File: config.mk
export PLATFORM = sky130hd
export DESIGN_NAME = ram_copier
export DESIGN_NICKNAME = d
export VERILOG_FILES = /design/src/rtl/ram_copier.sv
export SDC_FILE = /design/constraint.sdc
export NUM_CORES = 1
export LEC_CHECK = 0
export CAP_MARGIN = 0
export CORE_MARGIN = 3
export CORE_UTILIZATION = 55
export DETAILED_ROUTE_END_ITERATION = 8
export DONT_BUFFER_PORTS = 1
export HOLD_SLACK_MARGIN = 0.15
export PLACE_DENSITY = 0.73
export REMOVE_ABC_BUFFERS = 1
export SYNTH_ARGS = -nofsm -noshare
export SYNTH_HDL_FRONTEND = slang
export SYNTH_SLANG_ARGS = --single-unit
File: constraint.sdc
create_clock -name clk -period 6.2 [get_ports clk]
set_input_delay 0.93 -clock clk [delete_from_list [all_inputs] [get_ports clk]]
set_output_delay 0.93 -clock clk [all_outputs]
set_load 0.005 [all_outputs]
File: src/rtl/ram_copier.sv
// ram_copier: copies len words from src to dst in a single-port RAM that has a one-cycle read latency
// Ports: clk, reset (async, active-high); start/src/dst/len request a copy;
//   mem_address/mem_in/mem_load drive the RAM, mem_out is its registered read data;
//   busy is high during READ/WRITE, done pulses in DONE, checksum is the sum of the copied words.
// Define RAM_COPY_CHECKSUM_EN to build the checksum accumulator; otherwise checksum is tied to 0.
`ifndef DefaultAddrSize
`define DefaultAddrSize 8
`endif
`ifndef DefaultWordSize
`define DefaultWordSize 8
`endif
module ram_copier #(
  parameter int AddrSize = `DefaultAddrSize,
  parameter int WordSize = `DefaultWordSize
) (
  input  logic                clk,
  input  logic                reset,
  input  logic                start,
  input  logic [AddrSize-1:0] src,
  input  logic [AddrSize-1:0] dst,
  input  logic [AddrSize:0]   len,
  output logic [AddrSize-1:0] mem_address,
  output logic [WordSize-1:0] mem_in,
  output logic                mem_load,
  input  logic [WordSize-1:0] mem_out,
  output logic                busy,
  output logic                done,
  output logic [WordSize-1:0] checksum
);
  typedef enum logic [1:0] {IDLE, READ, WRITE, DONE} state_t;
  state_t state_q, state_d;
  logic [AddrSize-1:0] src_ptr_q, src_ptr_d, dst_ptr_q, dst_ptr_d;
  logic [AddrSize:0] count_q, count_d;
  logic accept;
  always_comb begin
    accept = state_q == IDLE && start;
    state_d = state_q;
    src_ptr_d = src_ptr_q;
    dst_ptr_d = dst_ptr_q;
    count_d = count_q;
    case (state_q)
      IDLE: if (start) begin
        src_ptr_d = src;
        dst_ptr_d = dst;
        count_d = len;
        state_d = len == '0 ? DONE : READ;
      end
      READ: state_d = WRITE;
      WRITE: begin
        src_ptr_d = src_ptr_q + 1'b1;
        dst_ptr_d = dst_ptr_q + 1'b1;
        count_d = count_q - 1'b1;
        state_d = count_d == '0 ? DONE : READ;
      end
      default: state_d = IDLE;
    endcase
  end
  always_ff @(posedge clk or posedge reset) begin
    if (reset) begin
      state_q <= IDLE;
      src_ptr_q <= '0;
      dst_ptr_q <= '0;
      count_q <= '0;
    end else begin
      state_q <= state_d;
      src_ptr_q <= src_ptr_d;
      dst_ptr_q <= dst_ptr_d;
      count_q <= count_d;
    end
  end
  // Outputs decode the registered state only, so an async reset drops mem_load at once.
  assign mem_address = state_q == READ ? src_ptr_q : state_q == WRITE ? dst_ptr_q : '0;
  assign mem_in = state_q == WRITE ? mem_out : '0;
  assign mem_load = state_q == WRITE;
  assign busy = state_q == READ || state_q == WRITE;
  assign done = state_q == DONE;
`ifdef RAM_COPY_CHECKSUM_EN
  logic [WordSize-1:0] checksum_q, checksum_d;
  always_comb checksum_d = accept ? '0 : state_q == WRITE ? checksum_q + mem_out : checksum_q;
  always_ff @(posedge clk or posedge reset) begin
    if (reset) checksum_q <= '0;
    else checksum_q <= checksum_d;
  end
  assign checksum = checksum_q;
`else
  logic unused_accept;
  assign unused_accept = accept;
  assign checksum = '0;
`endif
endmodule
==> metrics.cfg <==
[run_status]
status=finished, final reports clean

[power_and_ir_drop]
leakage_nw=0.854
p_per_area_nw_per_um2=133
peakVddDrop_v=0.000102

[drt]
ant_nets=0
drc_errors=0
drt_iter0_drc=112
vias=1727
wl_um=4360
via_per_inst=6.28
firstDrtPassIters=4
wl_per_cell_um=15.9

[min_path]
holdPathStages=1
hold-path-endpoint=dst_ptr_q[7]
min_path_type=reg2reg
min_from=dst_ptr_q[7]

[setup_path]
slowest_delay_ps=460
r2r-end=count_q[8]
path_buf_inv=2
path_cells=inv_1, ha_2, buf_4, nand2_1, o21ai_0
r2r_start=count_q[0]
crit_slowest_cell=buf_4
crit_type=reg2out
reg2regPathDepth=6
worstPathArrival_ps=2170
cp_top_family=buffers and inverters
worst_ep_required_time_ps=5270
crit_path_end_kind=primary output
cp.depth=5
startpoint_type=flop
ff2ff_setup_slack_ps=3910
cp_max_fo=48

[sta]
setup_tns_ps=0
clock_skew_ps=3.42
setup_slack_ps=3100
hold_viol_final=0
tightest_slew_ps=1040
relSlewSlack_pct=30.8
setup_viol=0
fmax_ghz=0.323
period_needed_ps=3100
rsz0062_at_grt=false
slew_violations=0
period_share_pct=49.9

[floorplanning]
rows=20
die_y_um=65.5
dieArea_um2=4290
ioPinCount=63
core_area_um2=3200
start_util_pct=60.8
fp.dieW_um=65.5

[logic_synthesis]
synth.distinct_cells=41
synth_area_per_cell_um2=8.19
yosys_warnings=0
postSynthCellCount=238
yosys_register_bits=27
ys_seq_area_share_pct=34.7
synth-main-ff-cell=dfrtp_1
syn_area_um2=1950
synthArstFlopShare_pct=100
synth_edf_count=0

[grt]
met3_usage_pct=4.44
grt_max_degree=49
grt_overflow=0
grt_pass1_wl_um=7460
grt_pass1_vias=1672
use_met2_pct=37.9
track_usage_pct=21.8
gr-usage-met1_pct=28.2
grt_antenna_before_repair=0
busiest_layer=met2

[placed_design]
routabilityCongestion=0.878
pre_cts_ws_ps=3480
portBuffers=0
post-dp-hpwl_um=3280

[job]
max_cap_violations=0

[clocking]
cts_setup_buffers=0
cts_made_buffers=3
clk_pin_slew_worst_paths_ps=140
clock_path_buffers=2
cts_tree=yes
cts.repair.resized=0
cts_htree_levels=1
cts_root_buf=clkbuf_4
clock_latency_ps=320
cts.sinks=27
hold_buffers=0

[layout]
nets=276
area_growth_pct=0.514
drive_above_1_share_pct=3.90
num_antenna_cells=0

[cells in the mapped netlist (all sizes together) (2+ instances only)]
cell	count	area, um^2
nor4	2	12.5
dfrtp	27	676
buf	13	88.8
xor2	2	17.5
clkbuf	7	26.3
nand3	11	55.1
nand4	3	18.8
or4b	2	27.5
o2bb2a	4	40.0
nor2	10	37.5
ha	8	100
a21o	2	15.0
and3	4	25.0
o21ai	23	115
mux2i	8	80.1
o22ai	11	68.8
and2	9	56.3
nor3	2	10.0
nand2b	6	37.5
a31oi	2	12.5
nor2b	2	12.5
o22a	3	26.3
inv	7	26.3
xnor2	2	17.5
a21oi	24	120
nand2	31	116
[kinds of logic (layout without fill, tap and decap cells)]
kind of cell    after synthesis  in the layout  synth area share, %
compound gates               77             77                 23.8
flops                        27             27                 34.7
mux                           9              9                 4.69
buf+inv                      27             13                 7.26
other cells                   1              8                0.192
xor+xnor                      4              4                 1.80
simple gates                 85             85                 22.4
fa+ha+maj                     8              8                 5.14
[registers in the layout, summed over array words and instances, names as in the netlist]
register,cells
count_q,9
dst_ptr_q,8
src_ptr_q,8
state_q,2
[per-layer routing]
layer | vias to the layer above | wire (um)
met5 | - | 0
met4 | 0 | 22
met3 | 4 | 280
met2 | 68 | 2180
met1 | 825 | 1880
li1 | 830 | -
[through the flow]
stage | area [um^2] | total power [W] | hold WS, ps | cells | util, %
detailed placement | 1930 | 0.000188 | 506 | 271 | 60.3
CTS | 1960 | 0.000263 | 539 | 275 | 61.1
global placement | 1930 | 0.000188 | 484 | 271 | 60.3
floorplan | 1860 | 0.000186 | 470 | 225 | -
finish | 1960 | 0.000260 | 538 | 275 | 61.1
global route | 1960 | 0.000271 | 558 | 275 | 61.1
[power by group]
group | switching [W] | total, W | internal (W)
logic | 0.00000588 | 0.00000788 | 0.00000199
clock network | 0.0000503 | 0.0000755 | 0.0000252
registers | 0 | 0.000176 | 0.000176
total | 0.0000562 | 0.000260 | 0.000203
[placed cells by master, fill, tap and decap left out, drive strengths merged, types with 9 or more instances in the layout]
master | netlist | layout
nand2 | 31 | 31
dfrtp | 27 | 27
a21oi | 24 | 24
o21ai | 23 | 23
nand3 | 11 | 11
o22ai | 11 | 11
nor2 | 10 | 10
and2 | 9 | 9
[area by class of cell]
class,count,area (um^2)
fillers,303,1240
multi-input cells,191,1160
flip-flops and latches,27,676
well taps,44,55.1
clock buffers,4,26.3
inverters,7,26.3
repair buffers,2,15.0
[how the worst max path moves through the flow]
stage	startpoint	end	slack (ps)
6_report	state_q[0]	mem_address[6]	3100
3_3_place_gp	state_q[0]	mem_address[6]	3540
3_5_place_dp	state_q[0]	mem_address[6]	3480
4_1_cts	state_q[0]	mem_address[6]	3090
2_1_floorplan	state_q[0]	count_q[8]	3130
5_1_grt	state_q[0]	mem_address[0]	2930
No activity file was read; power rests on OpenSTA's default activity.
